`config.mk`:
```
export PLATFORM = sky130hd
export DESIGN_NAME = crypt_round_sequencer
export DESIGN_NICKNAME = d
export VERILOG_FILES = /design/src/rtl/crypt_pkg.sv /design/src/rtl/crypt_step_pulser.sv /design/src/rtl/crypt_round_sequencer.sv
export SDC_FILE = /design/constraint.sdc
export NUM_CORES = 1
export LEC_CHECK = 0
export ABC_AREA = 1
export CAP_MARGIN = 20
export CORE_MARGIN = 2
export CORE_UTILIZATION = 40
export DETAILED_ROUTE_END_ITERATION = 10
export PLACE_DENSITY = 0.75
export SKIP_LAST_GASP = 1
export SLEW_MARGIN = 5
export SYNTH_ARGS = -nofsm -noshare
export SYNTH_HDL_FRONTEND = slang
export SYNTH_SLANG_ARGS = --single-unit
```
`constraint.sdc`:
```
create_clock -name clk -period 1.8 [get_ports clk]
set_input_delay 0.18 -clock clk [delete_from_list [all_inputs] [get_ports clk]]
set_output_delay 0.18 -clock clk [all_outputs]
set_load 0.05 [all_outputs]
```
`src/rtl/crypt_pkg.sv`:
```
// crypt_pkg: shared state encoding and widths for the CRYPT round sequencer
package crypt_pkg;
    localparam int KEY_W = 8;
    localparam int RND_W = 7;
    localparam int CNT_W = 8;
    typedef enum logic [2:0] {
        ST_IDLE,
        ST_PRIME,
        ST_STEP,
        ST_SETTLE,
        ST_PRESENT,
        ST_FINISH
    } state_t;
endpackage

```
`src/rtl/crypt_step_pulser.sv`:
```
// crypt_step_pulser: registered one-cycle scheduler strobe with an enforced low cycle between strobes
module crypt_step_pulser (
    input  logic clk,
    input  logic rst,
    input  logic req,
    output logic sched_step,
    output logic gap_ok
);
    assign gap_ok = ~sched_step;
    always_ff @(posedge clk or posedge rst)
        if (rst) sched_step <= 1'b0;
        else sched_step <= req & gap_ok;
endmodule

```
`src/rtl/crypt_round_sequencer.sv`:
```
// crypt_round_sequencer: steps the key scheduler and hands settled round keys to the datapath once per round
module crypt_round_sequencer
    import crypt_pkg::*;
#(
    parameter int NUM_ROUNDS    = 16,
    parameter int PRIME_STEPS   = 2,
    parameter int SETTLE_CYCLES = 1
) (
    input  logic             clk,
    input  logic             rst,
    input  logic             start,
    input  logic             abort,
    input  logic [KEY_W-1:0] k0_in,
    input  logic [KEY_W-1:0] k1_in,
    input  logic [KEY_W-1:0] k2_in,
    output logic             sched_step,
    output logic             rk_valid,
    input  logic             rk_ready,
    output logic [KEY_W-1:0] rk0,
    output logic [KEY_W-1:0] rk1,
    output logic [KEY_W-1:0] rk2,
    output logic [RND_W-1:0] round_idx,
    output logic             busy,
    output logic             done
);
    state_t state, state_next;
    logic [CNT_W-1:0] prime_cnt;
    logic [1:0] settle_cnt;
    logic gap_ok, req, prime_req, handshake, last;

    assign handshake = state == ST_PRESENT && rk_ready;
    assign last = round_idx == RND_W'(NUM_ROUNDS);
    assign prime_req = state == ST_PRIME && prime_cnt != '0 && gap_ok && !abort;
    // the strobe register is loaded on the way into STEP so the strobe lines up with the STEP cycle
    assign req = prime_req || state_next == ST_STEP;

    crypt_step_pulser u_pulser (
        .clk(clk),
        .rst(rst),
        .req(req),
        .sched_step(sched_step),
        .gap_ok(gap_ok)
    );

    always_ff @(posedge clk or posedge rst)
        if (rst) state <= ST_IDLE;
        else state <= state_next;

    always_comb begin
        state_next = state;
        if (abort) state_next = ST_IDLE;
        else case (state)
            ST_IDLE:    state_next = start ? (PRIME_STEPS == 0 ? ST_STEP : ST_PRIME) : ST_IDLE;
            ST_PRIME:   state_next = (prime_cnt == '0 && gap_ok) ? ST_STEP : ST_PRIME;
            ST_STEP:    state_next = ST_SETTLE;
            ST_SETTLE:  state_next = settle_cnt == 2'd1 ? ST_PRESENT : ST_SETTLE;
            ST_PRESENT: state_next = handshake ? (last ? ST_FINISH : ST_STEP) : ST_PRESENT;
            default:    state_next = ST_IDLE;
        endcase
    end

    always_comb begin
        rk_valid = state == ST_PRESENT;
        busy = state != ST_IDLE;
        done = state == ST_FINISH;
    end

    always_ff @(posedge clk or posedge rst)
        if (rst) begin
            prime_cnt <= '0;
            settle_cnt <= '0;
            round_idx <= '0;
            rk0 <= '0;
            rk1 <= '0;
            rk2 <= '0;
        end else begin
            if (state == ST_IDLE && start) prime_cnt <= CNT_W'(PRIME_STEPS);
            else if (prime_req) prime_cnt <= prime_cnt - 1'b1;
            settle_cnt <= state == ST_STEP ? 2'(SETTLE_CYCLES) : state == ST_SETTLE ? settle_cnt - 2'd1 : settle_cnt;
            if (state == ST_SETTLE && state_next == ST_PRESENT) {rk0, rk1, rk2} <= {k0_in, k1_in, k2_in};
            round_idx <= state_next == ST_STEP ? (state == ST_PRESENT ? round_idx + 1'b1 : RND_W'(1))
                       : (state_next == ST_IDLE || state_next == ST_FINISH) ? '0 : round_idx;
        end
endmodule

```
==> metrics <==
register area share after synthesis 0.486; maximum net fanout on the critical path 5; Synth area leaders dfrtp_1, nand2_1, o21ai_0, nand3_1, inv_1; Fmax 574 MHz; Critical Path End Type output port; EDFF count, synth 0; drt wl/cell 12.7 µm; ys flop type dfrtp_1; most common cell in the netlist nand2_1; asr flop ratio synth 1.00; total gr overflow 0; Slew Limit Fails 0; Rel. slew slack 0.651; All-Layer GR Usage 0.178; via count 2118; first-pass GRT wire length 8.99 mm; die span in x 80.1 µm; crit path time final 1.74 ns; Setup Total Neg Slack 0 ns; Placer Congestion 0.803; initial antenna violation count 0; final setup violating endpoints 0; Critical-path top delay cell clkdlybuf4s50_1; Mapped Cells 281; Initial Utilization 0.418; Worst-Skew Late Latency 0.30 ns; Filler cells 478; Die ar. 6420 µm²; area leader, netlist dfrtp_1; area of the multi-input gates 1070 µm²; post-layout worst setup margin 0.0580 ns; largest net degree at the start of global routing 46; Yosys warning total 0; critical path buffer and inverter count 1; CP cell instances clkdlybuf4s50_1; DP Area 3080 µm²; synthesized area per cell 8.25 µm²; ANT cells 0; vias in the first global route 2039; layout net count 393; unrepaired setup endpoints after global routing yes; Synth Cell Area 2320 µm²; period utilization 0.968; top cell type's share of synthesized area 0.486; P_leak 1.64 nW; First DRT Iteration DRCs 141; VDD IR max 0.488 mV; Sinks on Clock Net 45; worst path required time 1.62 ns; core box area 5540 µm²; Core Rows 27; post-synth cell types 29; final WL 5.50 mm; Residual DRC 0; clock skew 0.00746 ns; Final Util 0.594; FF+latch area 1130 µm²; Setup CP Type flip-flop to output port; fraction of layout cells with a size suffix above 1 0.142; crit-path max cell delay 0.83 ns; Data arrival, critical path 1.56 ns; final hold violations 0; Worst-Margin Slew 0.521 ns; Pwr Density 873 nW/µm²; clock slew at reported path FFs 0.09 ns; Die Ht 80.1 µm; CTS tree yes; IO Pins 64; Worst path top cell family by delay buffers and inverters; fin area 3290 µm²; Syn Nets 315; run status finished, final reports clean; CP Launch Type flip-flop; HP Class input port to asynchronous set/reset pin; 1st-pass router iterations 4; pre-CTS WS 0.0853 ns; WHS 0.213 ns; Final ANT Viol Nets 0; Hold-fix buffers, CTS 0; input/output buffers 63; hpwl dp 3.74 mm; Yosys reg bits 45; maximum root-to-sink buffer count 2; P&R area growth vs syn 42.0%; Root Driver clkbuf_8; number of max-cap violations 0; CTS Buf Count 5; H-tree depth 2; drt via density 4.90; Synth top cells by count nand2_1, dfrtp_1, o21ai_0
[metrics by stage]
step,power (W),std cells
2_1_floorplan,0.00181,281
3_3_place_gp,0.00207,418
3_5_place_dp,0.00209,418
4_1_cts,0.00288,426
5_1_grt,0.00305,432
6_report,0.00287,432
[layout by cell type, fill, tap and decap left out, drive strengths merged, types with 3 or more instances in the layout]
cell / count
a21oi: 4
buf: 17
clkbuf: 5
clkdlybuf4s50: 56
clkinv: 3
dfrtp: 45
dlymetal6s2s: 3
ha: 5
inv: 26
nand2: 94
nand3: 29
nand4: 5
nor2: 23
nor3: 4
o21ai: 32
xor2: 3
[state kept, by name, indices dropped and copies added (netlist names)]
signal / count
rk1: 8
u_pulser.sched_step: 1
round_idx: 7
rk2: 8
rk0: 8
prime_cnt: 8
state: 3
settle_cnt: 2
[layer usage]
layer	GRT usage	vias to the layer above	wire length, µm
met1	0.238	974	2500
met5	0	-	0
met3	0.0562	8	332
li1	-	1065	-
met4	0.0627	0	83
met2	0.271	71	2580
[logic make-up after synthesis]
family | share of synthesized area
adder cells (fa/ha/maj) | 0.0270
flip-flops | 0.486
buffers and inverters | 0.0713
XOR/XNOR | 0.0151
AO/OA/AOI/OAI | 0.0810
AND/OR/NAND/NOR | 0.320
[where the power goes]
group / internal [W] / switching [W]
clock: 0.000416 / 0.000366
sequential: 0.00113 / 0.0000817
combinational: 0.000318 / 0.000561
[final timing paths]
kind                                           startpoint                        end  slack [ns]  cells after the start
worst max register to register   round_idx[0]$_DFFE_PP0P_         rk2[3]$_DFFE_PP0P_        0.11                     12
worst min register to register  settle_cnt[0]$_DFFE_PP0P_  settle_cnt[0]$_DFFE_PP0P_        0.49                      1
max in group asynchronous                             rst   round_idx[1]$_DFFE_PP0P_        1.35                      3
worst max-delay path             round_idx[5]$_DFFE_PP0P_               round_idx[5]        0.06                      1
min in group clk                                 k1_in[3]         rk1[3]$_DFFE_PP0P_        0.40                      3
worst min-delay path                                  rst   prime_cnt[3]$_DFFE_PP0P_        0.21                      3
[final cells by class]
cell class	count	share of cell area
tap	72	0.0274
clock inverter	3	0.0141
clock buffer	5	0.0209
multi-input combinational	203	0.327
sequential	45	0.343
timing repair buffer	76	0.236
inverter	28	0.0319
[timing repair]
item,4_1_cts,5_1_grt
gates resized for setup,0,18
setup buffers,0,4
endpoints found under the setup margin,0,30
Note: power is estimated with default switching activity, not from simulation.
==> variant 1 (same flow settings) <==
One comparison of `round_idx` changes from == to >=.
--- a/src/rtl/crypt_round_sequencer.sv
+++ b/src/rtl/crypt_round_sequencer.sv
@@ -30,5 +30,5 @@
 
     assign handshake = state == ST_PRESENT && rk_ready;
-    assign last = round_idx == RND_W'(NUM_ROUNDS);
+    assign last = round_idx >= RND_W'(NUM_ROUNDS);
     assign prime_req = state == ST_PRIME && prime_cnt != '0 && gap_ok && !abort;
     // the strobe register is loaded on the way into STEP so the strobe lines up with the STEP cycle
Formal check against the unedited RTL: same outputs for any inputs over 10 cycles, from zero or initial values and one cycle with rst high; that may be too few to reach the edited logic, so the function may still have changed.
==> variant 1 against the unedited design <==
Area after synthesis shrank 5.7%. Global-route usage grew 0.31 points. Setup slack improved by 0.018 ns. Routed wire length is 3.8% lower. Clock power fell by 1%. Register-to-register slack improved by 0.03 ns. Sequential cell count unchanged. Total power decreased by 4.8%. Design area is 5.7% lower.
==> variant 1: results (changes against the unedited design) <==
GRT
  • Overall routing resource usage: 18.09% (+0.31 points)
  • Global-route wire length before repair: 8673 um (-3.5%)
  • Met3 usage: 5.930% (+0.31 points)
  • Grt met1 use: 22.72% (-1.1 points)
  • Vias in the first global route: 1943 (-4.7%)

Synth
  • Synth top cells by count: 90 x nand2_1, 45 x dfrtp_1, 27 x inv_1
  • Yosys cell types: 24 (-17%)
  • Register area share after synthesis: 51.55% (+3.0 points)
  • XOR/XNOR Fraction of Synth Area: 1.203% (-0.31 points)
  • Top post-synthesis cells by area: dfrtp_1 52%, nand2_1 15%, nand3_1 4.8%, inv_1 4.6%, o21ai_0 4.4%
  • Post-synthesis compound-gate area fraction: 8.992% (+0.89 points)

Layout
  • Final #Nets: 379 (-3.6%)
  • Share of cells above drive strength 1: 10.40% (-3.8 points)

Critical path
  • Crit path max fanout: 6 (+1)
  • WP data arrival: 1.54 ns (-0.02 ns)

Drt
  • Vias post-DR: 2021 (-4.6%)
  • Drt wl/cell: 12.73 um (about the same)

STA
  • Fin Clk Skew: 0.006748 ns (-0.0007168 ns)
  • Slew @ Worst Pin: 0.5220 ns (+0.0007674 ns)
  • Tmin final: 1.724 ns (-0.01838 ns)

Place
  • GP Congestion: 0.8119 (+1.1%)
  • Placed Cells: 407 (-2.6%)

Pwr
  • Worst VDD drop: 0.5538 mV (+13%)
  • PD cells: 881.5 nW/um2 (+0.99%)

Outcome
  • Status: complete, no violations
[variant 1: logic make-up (layout without fill, tap and decap cells)]
| logic type | after synthesis | after routing |
|---|---|---|
| buf+inv | 34 | 107 |
| compound gates | 38 | 38 |
| flops | 45 | 45 |
| simple gates | 147 | 148 |
| xor+xnor | 3 | 3 |
| fa+ha+maj | 5 | 5 |
[variant 1: layout make-up]
class	count	share of cell area (%)
multi-input cells	194	30.54
inverters	28	3.388
repair buffers	71	23.24
well taps	70	2.824
clock buffers	6	2.340
clock inverters	2	1.251
flip-flops and latches	45	36.43
[variant 1: metrics by stage]
stage	worst slack, ns	hold WS, ns	TNS, ns	power (mW)
2_1_floorplan	-0.005907	0.2967	-0.005907	1.693
3_3_place_gp	0.1646	0.4449	0	1.953
3_5_place_dp	0.07806	0.4563	0	1.968
4_1_cts	0.04265	0.1289	0	2.746
5_1_grt	-0.04306	0.1460	-0.1357	2.894
6_report	0.07641	0.1311	0	2.734
[variant 1: metal layers]
layer  up-vias  part of all wire, %
li1       1012                    -
met1       927                   43
met3         7                  8.2
met5         -                    0
met2        75                   47
met4         0                  1.6
[variant 1: final timing paths]
path / from / slack (ns) / cells after the start / to
setup / recovery: round_idx[2] / 0.08 / 1 / round_idx[2]
hold / removal: rst / 0.13 / 2 / settle_cnt[1]
setup reg to reg: state[1] / 0.14 / 9 / round_idx[1]
min in group clk: k0_in[3] / 0.41 / 3 / rk0[3]
hold reg to reg: u_pulser.sched_step / 0.46 / 1 / u_pulser.sched_step
max in group asynchronous: rst / 1.18 / 3 / round_idx[5]
[variant 1: power by group]
group / total (mW) / internal, mW / switching [mW]
Clock: 0.772 / 0.417 / 0.355
Sequential: 1.19 / 1.11 / 0.0792
Combinational: 0.774 / 0.287 / 0.487
==> variant 2 (same flow settings) <==
Without the edit above. Set the package constant `CNT_W` to 6 (it was 8).
--- a/src/rtl/crypt_pkg.sv
+++ b/src/rtl/crypt_pkg.sv
@@ -3,5 +3,5 @@
     localparam int KEY_W = 8;
     localparam int RND_W = 7;
-    localparam int CNT_W = 8;
+    localparam int CNT_W = 6;
     typedef enum logic [2:0] {
         ST_IDLE,
Check against the original RTL: no difference found for any inputs over 10 cycles, from zero or initial values and one cycle with rst high; that may be too few to reach the edited logic, so the function may still have changed.
==> variant 2 against the unedited design <==
Design area down 3.1%. Clock power shrank 22%. Routed wire length up 5.5%. Setup slack worse by 0.0089 ns. Sequential cell count decreased by 2. Total power is 15% lower. Utilization rose by 1.9 points. Area after synthesis fell by 5.2%. Highest routed layer unchanged.
==> variant 2: results (changes against the unedited design) <==
GRT
  • Vias in the first global route: 1984 (-2.7%)
  • Global-route wire length before repair: 9177 um (+2.1%)
  • Antenna violations before repair: 0 (unchanged)
  • Pin count of the biggest net entering global routing: 44 (-4.3%)
  • Overall routing resource usage: 19.01% (+1.2 points)

Pwr
  • Worst VDD drop: 0.5087 mV (+4.2%)
  • Leakage: 1.567 nW (-4.6%)

Place
  • Post-detail-place hpwl: 3855 um (+2.9%)
  • IO buf count: 63 (unchanged)
  • GP Congestion: 0.8679 (+8.1%)

Outcome
  • Status: complete, no violations

Synth
  • Yosys cell types: 29 (unchanged)
  • Register area share after synthesis: 49.00% (+0.41 points)
  • Synth Warn #: 0 (unchanged)
  • Top post-synthesis cells by area: dfrtp_1 49%, nand2_1 16%, nand4_1 8.3%, nand3_1 5.0%, inv_1 4.1%
  • Asr flop ratio synth: 100.0% (unchanged)
  • Syn Nets: 307 (-2.5%)
  • Synth top cells by count: 93 x nand2_1, 43 x dfrtp_1, 29 x nand4_1
  • Synth Flop Type: dfrtp_1

Drt
  • Drt wl/cell: 13.70 um (+7.5%)
  • Initial DRT Pass Iterations: 4 (unchanged)
  • Vias post-DR: 2127 (+0.42%)
  • Iter 0 DRT Violations: 177 (+26%)

Layout
  • Final #Nets: 387 (-1.5%)
  • Share of cells above drive strength 1: 15.82% (+1.7 points)
  • Fill count: 458 (-4.2%)
  • Diode count: 0 (unchanged)
  • Largest registers: rk0: 8 flops, rk1: 8 flops, rk2: 8 flops

Clock tree
  • Clk Latency, worst-skew pair: 0.30 ns (about the same)
  • Total CTS buffers: 5 (unchanged)
  • Root Buffer: clkbuf_8
  • H-tree depth: 2 (unchanged)
  • Clock buffer depth: 2 (unchanged)
  • Reg clk slew, reported paths: 0.08 ns

Critical path
  • Crit path max fanout: 6 (+1)
  • Delay-heaviest family, CP: buffers and inverters
  • CP max stage delay: 0.83 ns (about the same)
  • Crit path max-delay cell type: clkdlybuf4s50_1
  • WP data arrival: 1.57 ns
  • FF-to-FF setup slack: 0.06 ns (-0.05 ns)

STA
  • Slew @ Worst Pin: 0.5402 ns (+0.01898 ns)
  • Fin Clk Skew: 0.004651 ns (-0.002814 ns)
  • Worst-case hold slack: 0.3044 ns (+0.09159 ns)

Worst hold path
  • Min-delay worst type: input port to asynchronous set/reset pin
[variant 2: changes by cell type after synthesis, moves of 4 or more]
cell     before  now
nand3_1      27   22
nand4_1       5   29
nand2_4       4    0
o21ai_0      28    5
o21ai_1       4    0
nand2_1      84   93
[variant 2: final timing paths]
kind | from | endpoint | cells past startpoint
min | rst | rk1[4] | 3
max in group asynchronous | rst | round_idx[4] | 3
min reg2reg | rk2[6] | rk2[6] | 2
max | round_idx[5] | round_idx[5] | 1
min in group clk | k1_in[1] | rk1[1] | 3
max reg2reg | round_idx[0] | rk1[6] | 12
[variant 2: cells by family (layout without fill, tap and decap cells)]
group / after synthesis / count (layout) / synth area share [%]
AO/OA/AOI/OAI: 12 / 12 / 3.362
adder cells (fa/ha/maj): 5 / 5 / 2.849
flip-flops: 43 / 43 / 49.00
XOR/XNOR: 2 / 2 / 0.7979
AND/OR/NAND/NOR: 175 / 177 / 36.64
buffers and inverters: 36 / 115 / 7.350
[variant 2: timing repair]
| action | CTS | global route |
|---|---|---|
| resized for setup | 0 | 20 |
| setup endpoints to repair | 0 | 33 |
| setup buffers | 0 | 6 |
[variant 2: layout make-up]
type	instances	area [um2]	share of cell area (%)
flip-flops and latches	43	1080	33.86
repair buffers	79	788.3	24.72
multi-input cells	196	1036	32.48
clock inverters	2	12.51	0.3923
clock buffers	6	72.57	2.275
inverters	28	112.6	3.531
well taps	70	87.58	2.746
[variant 2: worst reg2reg max path, stage by stage, from the launching register on]
cell,delay [ns]
dfrtp_2,0.45
inv_2,0.08
ha_4,0.13
inv_1,0.03
nor2_1,0.07
nand3_1,0.09
nand2_2,0.09
nand2_2,0.07
a21oi_4,0.12
buf_4,0.16
nand3_4,0.17
nand2_1,0.11
nand2_1,0.06
[variant 2: where the power goes]
part / switching [mW] / internal (mW) / total, mW
Clock: 0.337 / 0.271 / 0.608
Combinational: 0.442 / 0.280 / 0.722
Sequential: 0.0717 / 1.05 / 1.12
[variant 2: per-stage QoR]
step	utilization, %	instances	cell area, um2	worst slack, ns	power (mW)
5_1_grt	61.27	424	3189	-0.04462	2.624
6_report	61.27	424	3189	0.04914	2.451
3_5_place_dp	56.92	407	2963	0.01306	1.789
3_3_place_gp	56.92	407	2963	0.07023	1.764
4_1_cts	58.56	415	3048	0.008757	2.398
2_1_floorplan	-	273	2217	-0.02365	1.555
[variant 2: routing by layer]
layer  global-route usage (%)  share of wire [%]  routed length, um
met3                    3.563                4.2                241
met4                    7.719                2.0                119
met5                        0                  0                  0
met1                    24.53                 44               2577
met2                    31.55                 49               2870
